==> src/rtl/rv_pkg.sv <==
// Shared RV32I decode constants: opcodes, branch funct3 codes, the canonical NOP
// and the immediate-format classification used by imm_gen.
package rv_pkg;

  localparam logic [6:0] OP_LOAD   = 7'b0000011;
  localparam logic [6:0] OP_IMM    = 7'b0010011;
  localparam logic [6:0] OP_AUIPC  = 7'b0010111;
  localparam logic [6:0] OP_STORE  = 7'b0100011;
  localparam logic [6:0] OP_LUI    = 7'b0110111;
  localparam logic [6:0] OP_BRANCH = 7'b1100011;
  localparam logic [6:0] OP_JALR   = 7'b1100111;
  localparam logic [6:0] OP_JAL    = 7'b1101111;

  localparam logic [2:0] F3_BEQ  = 3'b000;
  localparam logic [2:0] F3_BNE  = 3'b001;
  localparam logic [2:0] F3_BLT  = 3'b100;
  localparam logic [2:0] F3_BGE  = 3'b101;
  localparam logic [2:0] F3_BLTU = 3'b110;
  localparam logic [2:0] F3_BGEU = 3'b111;

  localparam logic [31:0] NOP = 32'h0000_0013;

  typedef enum logic [2:0] {
    IMM_NONE,
    IMM_I,
    IMM_S,
    IMM_B,
    IMM_U,
    IMM_J
  } imm_fmt_e;

  function automatic imm_fmt_e imm_fmt(input logic [6:0] opcode);
    imm_fmt_e fmt;
    fmt = IMM_NONE;
    case (opcode)
      OP_LOAD, OP_IMM, OP_JALR: fmt = IMM_I;
      OP_STORE:                 fmt = IMM_S;
      OP_BRANCH:                fmt = IMM_B;
      OP_LUI, OP_AUIPC:         fmt = IMM_U;
      OP_JAL:                   fmt = IMM_J;
      default:                  fmt = IMM_NONE;
    endcase
    return fmt;
  endfunction

endpackage

==> src/rtl/id_branch_stage_if.sv <==
// Fetch <-> decode redirect bus: fetch presents pc/instr, decode answers with PCSrc/imm_ext.
interface id_branch_stage_if #(
  parameter int XLEN = 32
);
  logic [XLEN-1:0] if_pc;
  logic [XLEN-1:0] if_instr;
  logic            pc_src;
  logic [XLEN-1:0] imm_ext;

  modport master (
    output if_pc,
    output if_instr,
    input  pc_src,
    input  imm_ext
  );

  modport slave (
    input  if_pc,
    input  if_instr,
    output pc_src,
    output imm_ext
  );
endinterface

==> src/rtl/imm_gen.sv <==
// Combinational RV32I immediate extractor; opcodes without an immediate yield zero.
module imm_gen
  import rv_pkg::*;
(
  input  logic        [31:0] instr,
  output logic signed [31:0] imm
);

  always_comb begin
    imm = '0;
    case (imm_fmt(instr[6:0]))
      IMM_I:   imm = {{20{instr[31]}}, instr[31:20]};
      IMM_S:   imm = {{20{instr[31]}}, instr[31:25], instr[11:7]};
      IMM_B:   imm = {{19{instr[31]}}, instr[31], instr[7], instr[30:25], instr[11:8], 1'b0};
      IMM_U:   imm = {instr[31:12], 12'b0};
      IMM_J:   imm = {{11{instr[31]}}, instr[31], instr[19:12], instr[20], instr[30:21], 1'b0};
      default: imm = '0;
    endcase
  end

endmodule

==> src/rtl/id_branch_stage.sv <==
// IF/ID slot with decode-stage branch/JAL/JALR resolution; a taken redirect squashes
// the single PC+4 instruction fetched behind it and bumps the redirect counter.
module id_branch_stage
  import rv_pkg::*;
#(
  parameter int          XLEN     = 32,
  parameter logic [31:0] RESET_PC = 32'h0,
  parameter int          CNT_W    = 32
) (
  input  logic             clk,
  input  logic             reset,
  id_branch_stage_if.slave fetch,
  input  logic [XLEN-1:0]  rs1_data,
  input  logic [XLEN-1:0]  rs2_data,
  output logic             id_valid,
  output logic [XLEN-1:0]  id_pc,
  output logic [XLEN-1:0]  id_instr,
  output logic [XLEN-1:0]  id_imm,
  output logic [4:0]       rs1_addr,
  output logic [4:0]       rs2_addr,
  output logic [4:0]       rd_addr,
  output logic [XLEN-1:0]  id_link,
  output logic [CNT_W-1:0] redirect_cnt
);

  function automatic logic branch_cond(input logic [2:0] f3,
                                       input logic [XLEN-1:0] a,
                                       input logic [XLEN-1:0] b);
    logic signed [XLEN-1:0] sa;
    logic signed [XLEN-1:0] sb;
    logic                   cond;
    sa   = a;
    sb   = b;
    cond = 1'b0;
    case (f3)
      F3_BEQ:  cond = (a == b);
      F3_BNE:  cond = (a != b);
      F3_BLT:  cond = (sa < sb);
      F3_BGE:  cond = (sa >= sb);
      F3_BLTU: cond = (a < b);
      F3_BGEU: cond = (a >= b);
      default: cond = 1'b0;
    endcase
    return cond;
  endfunction

  logic                   vld_p0;
  logic        [XLEN-1:0] pc_p0;
  logic        [XLEN-1:0] instr_p0;
  logic        [CNT_W-1:0] cnt_q;
  logic signed [XLEN-1:0] imm_p0;
  logic        [6:0]      opcode_p0;
  logic        [2:0]      funct3_p0;
  logic                   taken_p0;
  logic        [XLEN-1:0] link_p0;
  logic        [XLEN-1:0] target_p0;

  // Stage p0: IF/ID register. A redirect at this edge writes the wrong-path fetch as a NOP bubble.
  always_ff @(posedge clk or posedge reset) begin
    if (reset) begin
      vld_p0   <= 1'b0;
      pc_p0    <= RESET_PC;
      instr_p0 <= NOP;
      cnt_q    <= '0;
    end else begin
      vld_p0   <= !taken_p0;
      pc_p0    <= fetch.if_pc;
      instr_p0 <= taken_p0 ? NOP : fetch.if_instr;
      if (taken_p0) begin
        cnt_q <= cnt_q + {{(CNT_W-1){1'b0}}, 1'b1};
      end
    end
  end

  imm_gen u_imm_gen (
    .instr (instr_p0),
    .imm   (imm_p0)
  );

  assign opcode_p0 = instr_p0[6:0];
  assign funct3_p0 = instr_p0[14:12];
  assign link_p0   = pc_p0 + 32'd4;

  // Stage p0 decode: fetch already sits at id_pc+4, so the offset is taken relative to the link value.
  always_comb begin
    taken_p0  = 1'b0;
    target_p0 = pc_p0 + $unsigned(imm_p0);
    case (opcode_p0)
      OP_JAL:    taken_p0 = vld_p0;
      OP_JALR: begin
        taken_p0  = vld_p0;
        target_p0 = (rs1_data + $unsigned(imm_p0)) & ~32'd1;
      end
      OP_BRANCH: taken_p0 = vld_p0 && branch_cond(funct3_p0, rs1_data, rs2_data);
      default:   taken_p0 = 1'b0;
    endcase
  end

  assign fetch.pc_src  = taken_p0;
  assign fetch.imm_ext = taken_p0 ? (target_p0 - link_p0) : '0;

  assign id_valid     = vld_p0;
  assign id_pc        = pc_p0;
  assign id_instr     = instr_p0;
  assign id_imm       = imm_p0;
  assign rs1_addr     = instr_p0[19:15];
  assign rs2_addr     = instr_p0[24:20];
  assign rd_addr      = instr_p0[11:7];
  assign id_link      = link_p0;
  assign redirect_cnt = cnt_q;

endmodule

==> src/flat_wrapper.sv <==
// flat-port wrapper written by rule: the top's interface ports become plain ports
module id_branch_stage_flat import rv_pkg::*;
#(
  parameter int          XLEN     = 32,
  parameter logic [31:0] RESET_PC = 32'h0,
  parameter int          CNT_W    = 32
)
  (clk, reset, rs1_data, rs2_data, id_valid, id_pc, id_instr, id_imm, rs1_addr, rs2_addr, rd_addr, id_link, redirect_cnt, fetch_if_pc, fetch_if_instr, fetch_pc_src, fetch_imm_ext);
  id_branch_stage_if #(.XLEN(XLEN)) fetch_i ();
  input  logic clk;
  input  logic reset;
  input  logic [XLEN-1:0] rs1_data;
  input  logic [XLEN-1:0] rs2_data;
  output logic id_valid;
  output logic [XLEN-1:0] id_pc;
  output logic [XLEN-1:0] id_instr;
  output logic [XLEN-1:0] id_imm;
  output logic [4:0] rs1_addr;
  output logic [4:0] rs2_addr;
  output logic [4:0] rd_addr;
  output logic [XLEN-1:0] id_link;
  output logic [CNT_W-1:0] redirect_cnt;
  input wire logic [$bits(fetch_i.if_pc)-1:0] fetch_if_pc;
  input wire logic [$bits(fetch_i.if_instr)-1:0] fetch_if_instr;
  output wire logic [$bits(fetch_i.pc_src)-1:0] fetch_pc_src;
  output wire logic [$bits(fetch_i.imm_ext)-1:0] fetch_imm_ext;
  assign fetch_i.if_pc = fetch_if_pc;
  assign fetch_i.if_instr = fetch_if_instr;
  assign fetch_pc_src = fetch_i.pc_src;
  assign fetch_imm_ext = fetch_i.imm_ext;
  id_branch_stage #(.XLEN(XLEN), .RESET_PC(RESET_PC), .CNT_W(CNT_W)) u_core (.clk(clk), .reset(reset), .fetch(fetch_i), .rs1_data(rs1_data), .rs2_data(rs2_data), .id_valid(id_valid), .id_pc(id_pc), .id_instr(id_instr), .id_imm(id_imm), .rs1_addr(rs1_addr), .rs2_addr(rs2_addr), .rd_addr(rd_addr), .id_link(id_link), .redirect_cnt(redirect_cnt));
endmodule
==> config.mk <==
export PLATFORM = sky130hd
export DESIGN_NAME = id_branch_stage_flat
export DESIGN_NICKNAME = d
export VERILOG_FILES = /design/src/rtl/rv_pkg.sv /design/src/rtl/id_branch_stage_if.sv /design/src/rtl/imm_gen.sv /design/src/rtl/id_branch_stage.sv /design/src/flat_wrapper.sv
export SDC_FILE = /design/constraint.sdc
export NUM_CORES = 1
export LEC_CHECK = 0
export CORE_MARGIN = 3
export CORE_UTILIZATION = 26
export CTS_BUF_LIST = sky130_fd_sc_hd__clkbuf_8
export DETAILED_ROUTE_END_ITERATION = 10
export SLEW_MARGIN = 5
export SYNTH_ARGS = -nofsm -noshare
export SYNTH_HDL_FRONTEND = slang
export SYNTH_SLANG_ARGS = --single-unit
==> constraint.sdc <==
create_clock -name clk -period 6.5 [get_ports clk]
set_clock_uncertainty 0.15 [all_clocks]
set_input_delay 0.65 -clock clk [delete_from_list [all_inputs] [get_ports clk]]
set_output_delay 0.65 -clock clk [all_outputs]
set_load 0.1 [all_outputs]
======== Yosys cells after proc, flatten, opt, wreduce, memory -nomap -nowiden ========
Cells that the tools add are included.
storage, ports and cells
  input bits .............................. 130
  register bits ........................... 97
  logic and storage cells ................. 47
  output and inout bits ................... 209
cells by class
  equal/unequal tests ..................... 20
  multiplexer cells ....................... 8
  reductions and logical operators ........ 6
  order comparisons ....................... 4
  $add $sub $neg .......................... 5
operator list
  operator                 number
  $pmux W32 S5             1
  $mux W32                 3
  $add A32 B32 Y32         2
  $ge A32 B32 Y1           2
  $lt A32 B32 Y1           2
  $add A32 B1 Y32 const B  1
  $add A32 B3 Y32 const B  1
  $eq A32 B32 Y1           1
  $ne A32 B32 Y1           1
  $sub A32 B32 Y32         1
  $eq A7 B7 Y1 const B     3
  $eq A3 B3 Y1 const B     6
  $pmux W3 S5              1
  $eq A7 B5 Y1 const B     2
  $eq A7 B6 Y1 const B     2
  $eq A7 B2 Y1 const B     1
  $eq A3 B1 Y1 const B     2
  $eq A3 B2 Y1 const B     2
  $pmux W1 S6              1
  $reduce_or A2 Y1         2
  $logic_not A3 Y1         1
  $reduce_or A3 Y1         1
  $pmux W1 S2              1
  $logic_and A1 B1 Y1      1
  2 further kinds          2

======== Logic depth before layout (Yosys ltp) ========
  depth in word-level cells ............... 9
  depth in mapped cells ................... 31
  mapped depth without buffers ............ 29

======== Cells and area by module ========
A second synthesis with hierarchy kept.
unflattened totals
  cell total of the unflattened synthesis .. 1,285
  area, all modules ....................... 10,510.1 µm²
by module, submodules not included
  module           area an instance (µm²)  instances  sequential area each (µm²)  cells each
  id_branch_stage  9,903.2                 1          2,431.1                     1,194
  imm_gen          606.8                   1          0.0                         91

======== Least setup slack after synthesis ========
No wires, ideal clock.
  kind .................................... reg2out
  start point ............................. register u_core.instr_p0[3], in the netlist u_core.id_instr[3]
  end point ............................... output port fetch_imm_ext[28]
  arrival time ............................ 10,206 ps
  stages on the path, launching flop included .. 30
  slack ................................... -4,506 ps
  buffers on the path ..................... 1
  required time ........................... 5,700 ps
  cells stage by stage .................... dfrtp_1 > and3b_1 > buf_4 > nand2_1 > nand2_1 > o21ai_0 > ha_1 > and3_1 > o2111ai_1 > o211ai_2 > a31oi_1 > o21ai_1 > a31o_2 > a21o_1 > a21oi_1 > xnor2_1 > nand2_1 > o21ai_1 > ha_1 > and2_1 > a41oi_1 > o21ai_1 > a21oi_1 > nand3b_1 > a31oi_1 > or3_1 > nand3_1 > o21a_1 > o21a_1 > nor3_1
on the way
  longest elaborated chain between the ends .. 9
  elaborated cells on any way between the ends .. 24
  those cells by class .................... add/sub: 3; eq/ne: 13; mux: 5; reduce/logical: 3
RTL lines
  element                                               RTL line                                      source
  start: declaration                                    id_branch_stage.sv:49                         logic [XLEN-1:0] instr_p0;
  start signal: assignment                              id_branch_stage.sv:68                         instr_p0 <= taken_p0 ? NOP : fetch.if_instr;
  $eq A7 B2 Y1 (tied with other cells)                  rv_pkg.sv:35                                  case (opcode)
  $reduce_or A3 Y1 or $reduce_or A2 Y1 (tied branches)  rv_pkg.sv:35
  $pmux W3 S5 *                                         rv_pkg.sv:35
  $eq A3 B3 Y1 (tied with other cells)                  imm_gen.sv:11                                 case (imm_fmt(instr[6:0]))
  $pmux W32 S5 *                                        imm_gen.sv:11
  via id_imm[1]                                         flat_wrapper.sv:17                            output logic [XLEN-1:0] id_imm;
  $add A32 B32 Y32 (on tied branches)                   id_branch_stage.sv:87, id_branch_stage.sv:92
  $mux W32 *                                            id_branch_stage.sv:88                         case (opcode_p0)
  $sub A32 B32 Y32 *                                    id_branch_stage.sv:100                        assign fetch.imm_ext = taken_p0 ? (target_p0 - link_p0) : '0;
  $mux W32 *                                            id_branch_stage.sv:100
  end: declaration                                      flat_wrapper.sv:26                            output wire logic [$bits(fetch_i.imm_ext)-1:0] fetch_imm_ext;
Mark *: on every way through the listed nets, which the timed path passes. The rest lies on a longest branch.

======== Worst setup path in the final report ========
  start point ............................. register u_core.instr_p0[4], in the netlist u_core.id_instr[4]
  end point ............................... output port fetch_imm_ext[30]
on the way
  longest elaborated chain between the ends .. 9
  elaborated cells on any way between the ends .. 24
  those cells by class .................... add/sub: 3; eq/ne: 13; mux: 5; reduce/logical: 3
RTL lines
  element                                               RTL line
  $eq A7 B2 Y1 (tied with other cells)                  rv_pkg.sv:35
  $reduce_or A3 Y1 or $reduce_or A2 Y1 (tied branches)  rv_pkg.sv:35
  $pmux W3 S5                                           rv_pkg.sv:35
  $eq A3 B3 Y1 (tied with other cells)                  imm_gen.sv:11
  $pmux W32 S5                                          imm_gen.sv:11
  $add A32 B32 Y32 (on tied branches)                   id_branch_stage.sv:87, id_branch_stage.sv:92
  $mux W32                                              id_branch_stage.sv:88
  $sub A32 B32 Y32                                      id_branch_stage.sv:100
  $mux W32 *                                            id_branch_stage.sv:100
Mark *: on every way between the ends. The rest lies on a longest branch, timed or not.

==> reports/summary.md <==
## Clocking
- **total CTS buffers** 9
- **# hold bufs at CTS** 0
- **register clock-pin slew on the reported worst setup and hold paths** 130 ps
- **clock latency on the worst-skew pair** 470 ps
- **CTS tree** yes
- **number of buffers on the longest clock path** 2
- **Sink Count** 97
- **clock root buffer** clkbuf_8
- **H-tree lvl count** 3

## STA
- **Final min period** 7050 ps
- **WHS** 332 ps
- **slack of the critical path** -552 ps
- **total negative setup slack** -4490 ps
- **endpoints failing hold** 0
- **relative slew slack** 26.2%
- **Max Transition Viols Final** 0
- **RSZ-0062 raised after global routing** true
- **slew at the pin closest to its max-slew limit** 1100 ps
- **Final setup violation count** 16
- **Fmax** 142 MHz
- **period utilisation layout** 108%

## Finish
- **number of nets at the end of the flow** 2055
- **cell area after layout** 17400 um2
- **Reg area** 2450 um2
- **FILL cells** 3913
- **combined area of the multi-input logic cells** 8640 um2
- **Final Non-Filler Cells** 2328
- **post-route core utilization** 43.5%
- **Layout Area Growth over Synthesis** 65.0%
- **layout cell share with drive strength beyond 1** 24.8%

## Critical path
- **Max FO, Critical Path** 5
- **Crit path buffers/inverters** 1
- **type of element capturing the critical path** output port
- **Reg2Reg Depth** 13
- **delay of the slowest cell on the worst path** 640 ps
- **Crit path arrival time** 6250 ps
- **Critical Path RT** 5700 ps
- **Crit Path Category** reg2out
- **register-to-register path setup slack** 2990 ps
- **nature of the critical path startpoint** register
- **r2r startpoint** u_core.id_instr[4]$_DFF_PP1_
- **cell class contributing the biggest share of worst-path delay** compound AO/OA/AOI/OAI gates
- **cell with the largest stage delay on the worst path** dfstp_4
- **R2R Path End** u_core.redirect_cnt[9]$_DFFE_PP0P_
- **cell with the most instances on the worst path** a21o_1

## Routing
- **met2 routed wirelength** 20.2 mm
- **post-DR wirelength/cell** 18.9 um
- **length of the first detailed-routing pass in iterations** 5
- **detailed route wirelength on metal3** 2.76 mm
- **Starting DRT DRC Count** 465
- **met1 layer wirelength in the final routing** 19.4 mm
- **post-route antenna net violation count** 0
- **routed wire length** 44.0 mm
- **DR vias/cell** 4.85
- **highest metal layer used by the detailed router** met5
- **number of vias in the routed layout** 11300
- **count of unresolved DRC violations after routing** 0

## Global route
- **wire length of the first global-routing pass** 66.7 mm
- **total routing resource utilization after global routing** 19.9%
- **vias in the first global route** 11600
- **initial antenna violation count** 6
- **largest net degree at the start of global routing** 67
- **aggregate global routing overflow** 0

## Yosys
- **top cells by instance count after synthesis** 127 x ha_1, 106 x a21oi_1, 105 x nor2_1, 94 x dfrtp_1, 92 x inv_1
- **Syn. warnings** 0
- **Post-Synthesis Cell Area** 10500 um2
- **number of enable flip-flop cells after synthesis** 0
- **cell count after synthesis** 1288
- **most numerous cell in the Yosys netlist** ha_1
- **sequential fraction of the synthesis area** 23.1%
- **cell taking the most area after synthesis** dfrtp_1
- **share of async-settable or async-resettable flops after synthesis** 100%
- **Yosys top cell area share** 22.3%
- **distinct cell type count after synthesis** 83
- **flip-flop and latch count after synthesis** 97
- **prevailing post-synth register cell** dfrtp_1
- **Syn Area/Cell** 8.18 um2
- **Net Count, Synth** 1548
- **dominant cells by area after synthesis** dfrtp_1 22%, ha_1 15%, a21o_1 5.8%, xor2_1 5.8%, xnor2_1 5.2%

## Placed design
- **buffers added on ports** 338
- **worst slack at placement** -149 ps
- **number of placed instances, taps included** 2275
- **gp weighted congestion** 0.901
- **placement-stage cell area** 16400 um2
- **HPWL after detailed placement** 36.7 mm

## Status
- **violations in the final reports** setup timing
- **run status** finished, violations left

## Floorplan
- **Die W** 207 um
- **num rows** 73
- **Ports** 339
- **core area** 39900 um2
- **total die area** 43000 um2
- **floorplan die height** 207 um
- **initial core utilization** 26.4%

## Min path
- **worst min path class** reg2reg
- **Hold Startpoint** u_core.redirect_cnt[31]$_DFFE_PP0P_
- **endpoint of the worst hold path** u_core.redirect_cnt[31]$_DFFE_PP0P_
- **Worst Hold Depth** 1

## Pwr
- **Pleak** 8.04 nW
- **worst vdd rail ir drop** 0.173 mV
- **sum of internal, switching and leakage power** 2.76 mW
- **ratio of total power to cell area** 159 nW/um2

## Run
- **max-capacitance violation count** 0

[area by class of cell]
class	instances	area share, %
Clock inverter	7	0.317
Tap cell	525	3.78
Inverter	94	2.04
Sequential cell	97	14.1
Timing Repair Buffer	538	29.3
Clock buffer	9	0.713
Antenna cell	3	0.0432
Multi-Input combinational cell	1055	49.7
[worst max path at each step]
stage                                             from                end  slack [ps]  cells after the start
after floorplan           u_core.id_instr[3]$_DFF_PP0_  fetch_imm_ext[28]        -620                     29
after CTS                 u_core.id_instr[4]$_DFF_PP1_  fetch_imm_ext[30]        -620                     29
after detailed placement  u_core.id_instr[4]$_DFF_PP1_  fetch_imm_ext[30]        -150                     29
after global routing      u_core.id_instr[4]$_DFF_PP1_  fetch_imm_ext[30]        -860                     29
final                     u_core.id_instr[4]$_DFF_PP1_  fetch_imm_ext[30]        -550                     29
after global placement    u_core.id_instr[4]$_DFF_PP1_  fetch_imm_ext[31]        -120                     28
[registers in the layout, indices dropped and copies added (netlist names)]
signal	cells
u_core.id_instr	32
u_core.id_pc	32
u_core.id_valid	1
u_core.redirect_cnt	32
[kinds of logic (layout without fill, tap and decap cells)]
family                     Yosys count  count (layout)  share of synthesized area, %
AOI/OAI and AO/OA                  357             357                          22.3
xor gates and xnor gates           134             134                          11.4
adders and majority gates          130             130                          15.7
buffers and inverters              136             648                          5.68
DFF                                 97              97                          23.1
muxes                                8               8                         0.784
other                                0               3                             0
and+or+nand+nor                    426             426                          21.1
[layout by cell type, fill, tap and decap left out, types with 6 or more instances in the layout]
| cell type | count |
|---|---|
| a211oi_1 | 7 |
| a21o_1 | 70 |
| a21o_2 | 7 |
| a21oi_1 | 79 |
| a21oi_2 | 24 |
| and2_1 | 34 |
| and2_4 | 10 |
| and3_1 | 21 |
| and4_1 | 8 |
| buf_12 | 21 |
| buf_4 | 204 |
| buf_6 | 8 |
| clkbuf_8 | 9 |
| clkdlybuf4s50_1 | 305 |
| dfrtp_1 | 90 |
| ha_1 | 108 |
| ha_4 | 16 |
| inv_1 | 92 |
| mux2i_1 | 6 |
| nand2_1 | 77 |
| nand2b_1 | 15 |
| nand3_1 | 43 |
| nand4_1 | 17 |
| nor2_1 | 83 |
| nor2_2 | 9 |
| nor2_4 | 14 |
| nor2b_1 | 14 |
| nor3_1 | 18 |
| nor3b_1 | 6 |
| o21a_1 | 14 |
| o21ai_0 | 29 |
| o21ai_1 | 17 |
| o21ai_2 | 9 |
| o21ai_4 | 6 |
| o21bai_1 | 15 |
| xnor2_1 | 55 |
| xnor2_2 | 6 |
| xor2_1 | 65 |
| xor2_2 | 6 |
[power breakdown]
part / switching [mW] / leakage, nW / total, mW / internal, mW
clock: 0.285 / 0.0905 / 0.428 / 0.143
sequential: 0.0709 / 1.14 / 0.723 / 0.652
combinational: 1.02 / 6.81 / 1.61 / 0.586
[what timing repair did]
action	4_1_cts	5_1_grt
setup buffers	17	17
setup endpoints to repair	17	22
pin swaps	28	43
resized for setup	43	56
[per-layer routing]
metal	vias to the layer above	global-route usage [%]
met3	86	5.50
met1	5288	24.9
met2	330	32.6
li1	5587	-
met4	6	7.79
met5	-	0
No activity file was read; power rests on OpenSTA's default activity.
